[src/rtl/mc_control_fsm.sv]
// Multi-cycle main controller for the MIPS subset core: sequences fetch/decode/
// execute/memory/write-back, drives Moore datapath controls, counts retired instructions.
module mc_control_fsm #(
  parameter int CNT_W = 32
) (
  input  logic             clk,
  input  logic             reset_n,
  input  logic [5:0]       Op,
  input  logic [5:0]       Func,
  input  logic             Zero,
  output logic             PCWrite,
  output logic             IRWrite,
  output logic             RegWrite,
  output logic             MemWrite,
  output logic [1:0]       RegDst,
  output logic             ALUSrc,
  output logic             ExtOp,
  output logic [2:0]       ALUOp,
  output logic [1:0]       MemToReg,
  output logic [1:0]       NPCSel,
  output logic [3:0]       State,
  output logic             Illegal,
  output logic [CNT_W-1:0] RetCnt
);

  typedef enum logic [3:0] {
    S_FETCH    = 4'd0,
    S_DECODE   = 4'd1,
    S_EXEC_R   = 4'd2,
    S_EXEC_I   = 4'd3,
    S_MEM_ADDR = 4'd4,
    S_MEM_RD   = 4'd5,
    S_MEM_WR   = 4'd6,
    S_WB_REG   = 4'd7,
    S_WB_MEM   = 4'd8,
    S_BRANCH   = 4'd9,
    S_JUMP     = 4'd10
  } state_e;

  typedef enum logic [3:0] {
    C_ADDU, C_SUBU, C_JR, C_NOP, C_ORI, C_LUI, C_LW, C_SW, C_BEQ, C_JAL, C_ILL
  } cls_e;

  state_e           state_q, state_d;
  logic [CNT_W-1:0] ret_cnt_q, ret_cnt_d;
  cls_e             cls;
  logic             r_type;

  // NOTE: every always_comb output gets a default first, so no path leaves it unassigned and no latch is inferred.
  always_comb begin
    cls = C_ILL;
    case (Op)
      6'b000000: begin
        case (Func)
          6'b100001: cls = C_ADDU;
          6'b100011: cls = C_SUBU;
          6'b001000: cls = C_JR;
          6'b000000: cls = C_NOP;
          default:   cls = C_ILL;
        endcase
      end
      6'b001101: cls = C_ORI;
      6'b001111: cls = C_LUI;
      6'b100011: cls = C_LW;
      6'b101011: cls = C_SW;
      6'b000100: cls = C_BEQ;
      6'b000011: cls = C_JAL;
      default:   cls = C_ILL;
    endcase
  end

  assign r_type = (cls == C_ADDU) || (cls == C_SUBU);

  always_comb begin
    state_d   = S_FETCH;
    ret_cnt_d = ret_cnt_q;
    case (state_q)
      S_FETCH:  state_d = S_DECODE;
      S_DECODE: begin
        case (cls)
          C_ADDU, C_SUBU: state_d = S_EXEC_R;
          C_ORI, C_LUI:   state_d = S_EXEC_I;
          C_LW, C_SW:     state_d = S_MEM_ADDR;
          C_BEQ:          state_d = S_BRANCH;
          C_JAL, C_JR:    state_d = S_JUMP;
          C_NOP: begin
            state_d   = S_FETCH;
            ret_cnt_d = ret_cnt_q + CNT_W'(1);
          end
          default:        state_d = S_FETCH;
        endcase
      end
      S_EXEC_R, S_EXEC_I: state_d = S_WB_REG;
      S_MEM_ADDR: state_d = (cls == C_LW) ? S_MEM_RD : S_MEM_WR;
      S_MEM_RD:   state_d = S_WB_MEM;
      S_WB_REG, S_WB_MEM, S_MEM_WR, S_BRANCH, S_JUMP: begin
        state_d   = S_FETCH;
        ret_cnt_d = ret_cnt_q + CNT_W'(1);
      end
      default:    state_d = S_FETCH;
    endcase
  end

  // NOTE: sequential state uses non-blocking assignments so every register samples pre-edge values.
  always_ff @(posedge clk) begin
    if (!reset_n) begin
      state_q   <= S_FETCH;
      ret_cnt_q <= '0;
    end else begin
      state_q   <= state_d;
      ret_cnt_q <= ret_cnt_d;
    end
  end

  always_comb begin
    PCWrite  = 1'b0;
    IRWrite  = 1'b0;
    RegWrite = 1'b0;
    MemWrite = 1'b0;
    RegDst   = 2'b00;
    ALUSrc   = 1'b0;
    ExtOp    = 1'b0;
    ALUOp    = 3'b000;
    MemToReg = 2'b00;
    NPCSel   = 2'b00;
    case (state_q)
      S_FETCH: begin
        IRWrite = 1'b1;
        PCWrite = 1'b1;
      end
      S_EXEC_R: ALUOp = (cls == C_SUBU) ? 3'b001 : 3'b000;
      S_EXEC_I: begin
        ALUSrc = 1'b1;
        ALUOp  = (cls == C_LUI) ? 3'b011 : 3'b010;
      end
      // Write-back keeps the ALU selects of the EXEC state so the result stays valid.
      S_WB_REG: begin
        RegWrite = 1'b1;
        if (r_type) begin
          RegDst = 2'b01;
          ALUOp  = (cls == C_SUBU) ? 3'b001 : 3'b000;
        end else begin
          ALUSrc = 1'b1;
          ALUOp  = (cls == C_LUI) ? 3'b011 : 3'b010;
        end
      end
      S_MEM_ADDR, S_MEM_RD: begin
        ALUSrc = 1'b1;
        ExtOp  = 1'b1;
      end
      S_MEM_WR: begin
        ALUSrc   = 1'b1;
        ExtOp    = 1'b1;
        MemWrite = 1'b1;
      end
      S_WB_MEM: begin
        RegWrite = 1'b1;
        MemToReg = 2'b01;
      end
      // Zero reaches PCWrite combinationally only here.
      S_BRANCH: begin
        ALUOp   = 3'b001;
        ExtOp   = 1'b1;
        NPCSel  = 2'b01;
        PCWrite = Zero;
      end
      S_JUMP: begin
        PCWrite = 1'b1;
        if (cls == C_JAL) begin
          NPCSel   = 2'b10;
          RegWrite = 1'b1;
          RegDst   = 2'b10;
          MemToReg = 2'b10;
        end else begin
          NPCSel = 2'b11;
        end
      end
      default: ;
    endcase
  end

  assign State   = state_q;
  assign Illegal = (state_q == S_DECODE) && (cls == C_ILL);
  assign RetCnt  = ret_cnt_q;

endmodule
[config.mk]
export PLATFORM = sky130hd
export DESIGN_NAME = mc_control_fsm
export DESIGN_NICKNAME = d
export VERILOG_FILES = /design/src/rtl/mc_control_fsm.sv
export SDC_FILE = /design/constraint.sdc
export NUM_CORES = 1
export LEC_CHECK = 0
export CAP_MARGIN = 5
export CORE_MARGIN = 4
export CORE_UTILIZATION = 30
export DETAILED_ROUTE_END_ITERATION = 8
export PLACE_DENSITY = 0.58
export SETUP_SLACK_MARGIN = 0.4
export SLEW_MARGIN = 15
export SYNTH_ARGS = -nofsm -noshare
export SYNTH_HDL_FRONTEND = slang
export SYNTH_SLANG_ARGS = --single-unit
[constraint.sdc]
create_clock -name clk -period 3.9 [get_ports clk]
set_clock_uncertainty 0.1 [all_clocks]
set_input_delay 0.78 -clock clk [delete_from_list [all_inputs] [get_ports clk]]
set_output_delay 0.78 -clock clk [all_outputs]
set_load 0.1 [all_outputs]
* After elaboration in Yosys (flattened, before gate mapping)
Index checks and enable logic that the tools add are counted.
** Storage, ports and cells
- Register bits :: 36
- Input bits :: 15
- Output and inout bits :: 52
- Logic and storage cells :: 76
** Operators by class
- $add $sub $neg :: 1
- Equality and inequality tests :: 30
- Multiplexer cells :: 25
- Reduce and logical (&&, ||, !) cells :: 18
** Operators by type and width (count)
- $pmux W32 S2 :: 1
- $pmux W4 S5 :: 2
- $add A32 B1 Y32 const B :: 1
- $eq A4 B3 Y1 const B :: 8
- $mux W32 :: 1
- $pmux W4 S7 :: 1
- $eq A4 B4 Y1 const B :: 6
- $eq A6 B6 Y1 const B :: 4
- $eq A6 B4 Y1 const B :: 3
- $eq A4 B2 Y1 const B :: 4
- $pmux W4 S4 :: 1
- $reduce_or A2 Y1 :: 7
- $logic_not A6 Y1 :: 2
- $pmux W2 S2 :: 3
- $mux W1 :: 9
- $eq A4 B1 Y1 const B :: 2
- $logic_not A4 Y1 :: 2
- $pmux W2 S4 :: 1
- $reduce_or A4 Y1 :: 2
- $eq A6 B2 Y1 const B :: 1
- $eq A6 B3 Y1 const B :: 1
- $mux W2 :: 3
- $pmux W1 S2 :: 3
- $reduce_or A5 Y1 :: 1
- 5 further kinds :: 5

* Logic depth before layout (Yosys ltp)
Gate-level depths: netlist of the first run.
- Word-level depth :: 7
- Gate-level depth with buffers :: 9
- Gate-level depth less buffers :: 7

* Worst setup path before layout of the first run
OpenSTA, ideal clock, no wires.
- Path type :: input-to-output
- Start :: input Op[5]
- End :: output ALUSrc
- Data arrival time :: 4272 ps
- Required time :: 3020 ps
- Setup slack :: -1252 ps
- Cell stages on the path :: 6
- Buffers on the path :: 1
- Cells stage by stage :: buf_2 or4_4 nor3_1 a21oi_1 and3_1 a311oi_1
** Between the ends
- Cells in the longest elaborated chain, start to end :: 6
- Elaborated cells on any way between the ends :: 13
- Those cells by class :: eq/ne (7); mux (3); reduce/logical (3)
** Ends and longest elaborated chain
- start, declared :: RTL line 8 : input logic [5:0] Op,
- $eq A6 B2 Y1 (tied with other cells) :: RTL line 52 : case (Op)
- $pmux W4 S7 (*) :: RTL line 52
- $eq A4 B1 Y1 / $logic_not A4 Y1 (equally long branches) :: RTL line 72 : assign r_type = (cls == C_ADDU) || (cls == C_SUBU);
- $logic_or A1 B1 Y1 (*) :: RTL line 72
- $mux W1 (*) :: RTL line 139 : if (r_type) begin
- $pmux W1 S2 (*) :: RTL line 126 : case (state_q)
- end, declared :: RTL line 16 : output logic ALUSrc,
Mark *: on every way between the ends. The rest lies on a longest branch, timed or not.

* Final worst setup path of the first run
- Start :: input Op[2]
- End :: output ALUOp[0]
** Between the ends
- Cells in the longest elaborated chain, start to end :: 6
- Elaborated cells on any way between the ends :: 16
- Those cells by class :: eq/ne (8); mux (5); reduce/logical (3)
** Ends and longest elaborated chain
- $eq A6 B2 Y1 (tied with other cells) :: RTL line 52
- $pmux W4 S7 (*) :: RTL line 52
- $eq A4 B3 Y1 (tied with other cells) :: RTL line 134, 144
- $mux W1 (tied with other cells) :: RTL line 134, 144
- $mux W2 :: RTL line 139
- $pmux W2 S4 (*) :: RTL line 126
- end, declared :: RTL line 18 : output logic [2:0] ALUOp,
Marks and branches as above.

==> flow_summary.ini, run 1 <==
[critical_path]
crit_path_end_kind = output port
startpoint_type = input pin
crit_fanout = 4
worst_ep_required_time_ps = 3020
crit_arrival_ps = 2580
crit_type = input pin to output port
crit_path_start = Op[2]
r2r_start = State[1]

[clocking]
ctsHoldBuffers = 0
cts_tree = built
htree_levels = 2
cts-root-buf = clkbuf_8
clock_sinks = 36
clock_latency_ps = 290
cts_made_buffers = 5
clk_pin_slew_ps = 70
cts_buffer_depth = 2

[pwr]
swShare_pct = 40.1
vdd_drop_max_mv = 0.118
p_clk_share_pct = 26.2
seqPwrFrac_pct = 39.9
power_frac_comb_pct = 33.9
power.switching_mw = 0.405
p_int_mw = 0.604
power_density_nw_per_um2 = 290
p_leak_nw = 1.15

[routing]
drtPass1Iterations = 4
ant_nets = 0
wl_per_cell_um = 14.3
vias_per_cell = 5.41
first_iter_violations = 97
vias = 2574
totalWireLength_um = 6790
post-route-drc-count = 0

[global_routing]
overflow = 0
antenna_found_initial = 0
grt_pass1_wl_um = 11000
grt_max_degree = 47
grt_pass1_vias = 2321
grt_usage_pct = 14.8

[run]
cap_violations = 0

[hold_path]
min_path_type = register to register
hold_start = RetCnt[31]

[finish]
area_delta_synth_final_pct = 51.2
final_common_cell = a21oi_1
fin_nets = 392
final_cell_mix = a21oi_1 (37), dfxtp_1 (35), clkdlybuf4s50_1 (35)
nFillCells = 736
drive_above_1_share_pct = 21.8
n_antenna_cell = 0
fin_util_pct = 47.4
final_cells = 476

[timing]
relSlewSlack_pct = 31.8
max_freq_mhz = 289
rsz0062_at_grt = yes
period_share_pct = 88.6
fin_crit_ps = 3460
tightest_slew_ps = 1020
setup-tns-final_ps = 0
final_hold_viol_count = 0
finalMaxSlewViolations = 0
setup-violations-final = 0

[synthesis]
yosys_warnings = 0
synth-edff-count = 0
synthesis.nets = 319
synth_ff_type = dfxtp_1
avgSynthCellArea_um2 = 7.59
synth.ff_latch_count = 36
yosysUniqueCellTypes = 50
ys_async_sr_fraction_pct = 0
ys_seq_area_share_pct = 31.4
syn-cell-area_um2 = 2300
netlist_instances = 303

[floorplan]
io_pins = 67
core_um2 = 7330
die_h_um = 95.5
rows = 31
die_w_um = 95.5
die-area_um2 = 9130
initial_utilization_pct = 31.4

[placement]
dp_hpwl_um = 4860
io_buffers = 65
place_congestion = 0.762
placed_cells_incl_taps = 460

[outcome]
status = complete, no violations
path summary, 6_finish.rpt:
path / end / slack, ps / cells past startpoint
setup / recovery: ALUOp[0] / 440 / 7
hold / removal: RetCnt[31] / 390 / 2
setup reg to reg: RetCnt[8] / 1200 / 7
hold reg to reg: RetCnt[31] / 390 / 2
state kept, by name (all words and copies together), names as in the netlist:
signal,flops
State,4
RetCnt,32
layer usage:
metal	vias to the layer above	GRT usage, %	share of wire, %
met5	-	0	0
met4	0	2.84	0.59
met3	6	3.63	6.9
met2	64	25.7	49
met1	1203	18.8	43
li1	1301	-	-
worst max-delay path, stage by stage:
cell and delay, ps:
buf_6 90, or4_4 560, a2111o_1 460, o31ai_4 80
nand4b_1 170, o22ai_4 220, buf_12 210
power by group through the flow:
stage | Sequential, mW | Combinational [mW] | Clock (mW)
after floorplan | 0.429 | 0.230 | 0
after global placement | 0.410 | 0.338 | 0
after detailed placement | 0.410 | 0.339 | 0
after CTS | 0.403 | 0.342 | 0.277
after global routing | 0.406 | 0.360 | 0.290
final | 0.402 | 0.342 | 0.264
timing repair:
action                                  in CTS  in global routing
endpoints found under the setup margin       5                  3
setup buffers                                5                  3
gates resized for setup                     27                 12
pin swaps                                   10                  8
cell families (layout without fill, tap and decap cells):
| family | count (synthesis) | after routing | synth area share, % |
|---|---|---|---|
| other | 1 | 1 | 0.163 |
| multiplexers | 1 | 1 | 0.436 |
| AND/OR/NAND/NOR | 143 | 143 | 36.0 |
| AO/OA/AOI/OAI | 93 | 93 | 25.2 |
| XOR/XNOR | 3 | 3 | 1.14 |
| flip-flops | 36 | 36 | 31.4 |
| adder cells (fa/ha/maj) | 1 | 1 | 0.544 |
| buffers and inverters | 25 | 99 | 5.12 |
cells in the mapped netlist (3+ instances only):
master     n  share of area [%]
a21oi_1   39                8.5
dfxtp_1   36                 31
nand2_1   26                4.2
or3_1     19                5.2
o21ai_0   18                3.9
o31ai_1   18                5.9
or4_1     17                5.6
nor2_1    16                2.6
clkbuf_1  13                2.1
nand3_1   13                2.8
nor3_1     9                2.0
and3_1     8                2.2
nand4_1    6                1.6
nor4_1     6                1.6
buf_2      4               0.87
inv_1      4               0.65
nand2b_1   4                1.1
and4_1     3                1.1
nor2b_1    3               0.82
xor2_1     3                1.1
layout make-up:
type	count	area, µm²	area share, %
Tap cell	99	124	3.57
Inverter	5	18.8	0.540
Multi-Input combinational cell	242	1660	47.7
Clock buffer	7	76.3	2.20
Sequential cell	36	722	20.8
Timing Repair Buffer	86	866	24.9
Clock inverter	1	8.76	0.252
metrics by stage:
step	power (mW)	area [µm²]	hold slack [ps]	setup slack, ps
global placement	0.748	3290	366	115
floorplan	0.659	2440	818	-249
detailed placement	0.749	3290	384	92.9
finish	1.01	3470	388	443
CTS	1.02	3450	394	403
global route	1.06	3470	428	360
No activity file was read; power rests on OpenSTA's default activity.
==> run 2, diff against run 1 <==
- CTS_CLUSTER_SIZE: unset -> 14
- GPL_TIMING_DRIVEN: unset -> 0
- SLEW_MARGIN: 15 -> unset
==> run 2 against run 1 <==
Net effect: critical path type unchanged; cell area shrank 2.6%; register-to-register slack lost 90 ps; critical endpoint unchanged; combinational power grew 2%.
==> flow_summary.ini, run 2 (same netlist as run 1, synthesis figures left out) <==
[outcome]
status = complete, no violations

[pwr]
vdd_drop_max_mv = 0.165
power_density_nw_per_um2 = 302
p_leak_nw = 1.18
swShare_pct = 39.6
p_int_mw = 0.618
power.switching_mw = 0.404
p_clk_share_pct = 28.6
seqPwrFrac_pct = 37.3
power_frac_comb_pct = 34.1

[critical_path]
crit_path_end_kind = output port
crit_fanout = 8
startpoint_type = input pin
crit_arrival_ps = 2650
worst_ep_required_time_ps = 3020
crit_type = input pin to output port

[global_routing]
overflow = 0
met1_usage_pct = 21.5
grt_pass1_vias = 2383
use_met3_pct = 2.76
grt_pass1_wl_um = 11600
use_met2_pct = 26.1
grt_usage_pct = 16.0
top_usage_layer = met2
grt_max_degree = 11
antenna_found_initial = 0

[timing]
setup-tns-final_ps = 0
setup-violations-final = 0
finalMaxSlewViolations = 0
tightest_slew_ps = 1000
relSlewSlack_pct = 33.0
fin_crit_ps = 3530
period_share_pct = 90.5
rsz0062_at_grt = yes
max_freq_mhz = 283
final_hold_viol_count = 0

[floorplan]
rows = 31
die_h_um = 95.5
die_w_um = 95.5
core_um2 = 7330
die-area_um2 = 9130
initial_utilization_pct = 31.4
io_pins = 67

[clocking]
clk_pin_slew_ps = 70
clock_latency_ps = 290
cts_buffer_depth = 2
cts_made_buffers = 5
cts-root-buf = clkbuf_8
clock_sinks = 36
htree_levels = 2
ctsHoldBuffers = 0
cts_tree = built

[finish]
largest_reg_flops = 32
final_cell_mix = clkdlybuf4s50_1 (38), a21oi_1 (37), dfxtp_1 (35)
fin_nets = 396
n_antenna_cell = 0
fin_util_pct = 46.2
drive_above_1_share_pct = 16.8
area_delta_synth_final_pct = 47.2
final_common_cell = clkdlybuf4s50_1
nFillCells = 717

[placement]
io_buffers = 63
dp_hpwl_um = 5210
place_congestion = 0.770

[hold_path]
min_path_type = register to register

[routing]
ant_nets = 0
wl_per_cell_um = 15.1
totalWireLength_um = 7210
first_iter_violations = 123
post-route-drc-count = 0
vias = 2607
drtPass1Iterations = 4
vias_per_cell = 5.44

[run]
cap_violations = 0
-- run 2: changes by cell type in the layout (fill, tap and decap cells not counted), sizes merged --
cell           change
buf               -17
clkbuf            +10
dlymetal6s2s       +7
clkdlybuf4s15      +3
clkdlybuf4s50      +3
dlygate4sd2        -2
clkinv             -1
-- run 2: through the flow --
step	instances	total power [mW]	cell area, µm²	hold slack [ps]	setup slack, ps
2_1_floorplan	303	0.659	2440	818	-249
3_3_place_gp	465	0.740	3200	377	-1020
3_5_place_dp	465	0.740	3200	385	-1000
4_1_cts	478	1.03	3370	395	254
5_1_grt	479	1.06	3380	438	308
6_report	479	1.02	3380	395	371
-- run 2: layout make-up --
class,count,area (µm²),share of cell area [%]
timing repair buffer,70,679,20.1
sequential,36,722,21.3
buffer,20,109,3.22
tap,99,124,3.66
inverter,5,18.8,0.555
multi-input combinational,242,1630,48.3
clock buffer,7,96.3,2.85
-- run 2: worst max-delay path: stages --
cell and delay [ps]:
buf_2 150, or4_4 550, a2111o_1 440, o31ai_2 90, nand4b_1 190, o22ai_4 240, buf_12 210
-- run 2: what timing repair did --
action | in CTS | in global routing
buffers inserted | 6 | 1
gates resized for setup | 75 | 16
pin swaps | 8 | 9
endpoints found under the setup margin | 12 | 15
-- run 2: final timing paths --
kind                 to  cells after the start       start  slack, ps
max            ALUOp[0]                      7       Op[0]        370
min          RetCnt[26]                      2  RetCnt[26]        400
max reg2reg   RetCnt[3]                      9    State[1]       1110
min reg2reg  RetCnt[26]                      2  RetCnt[26]        400
-- run 2: metal layers --
metal  routed length, µm  part of all wire [%]  up-vias
met2                3390                    47       73
met1                3410                    47     1213
met5                   0                     0        -
met3                 330                   4.6        8
li1                    -                     -     1313
met4                  89                   1.2        0
-- run 2: power by group through the flow --
stage	Sequential [mW]	Combinational, mW	Clock [mW]
floorplan	0.429	0.230	0
global placement	0.390	0.350	0
detailed placement	0.389	0.351	0
CTS	0.381	0.349	0.300
global route	0.383	0.366	0.314
finish	0.381	0.348	0.293
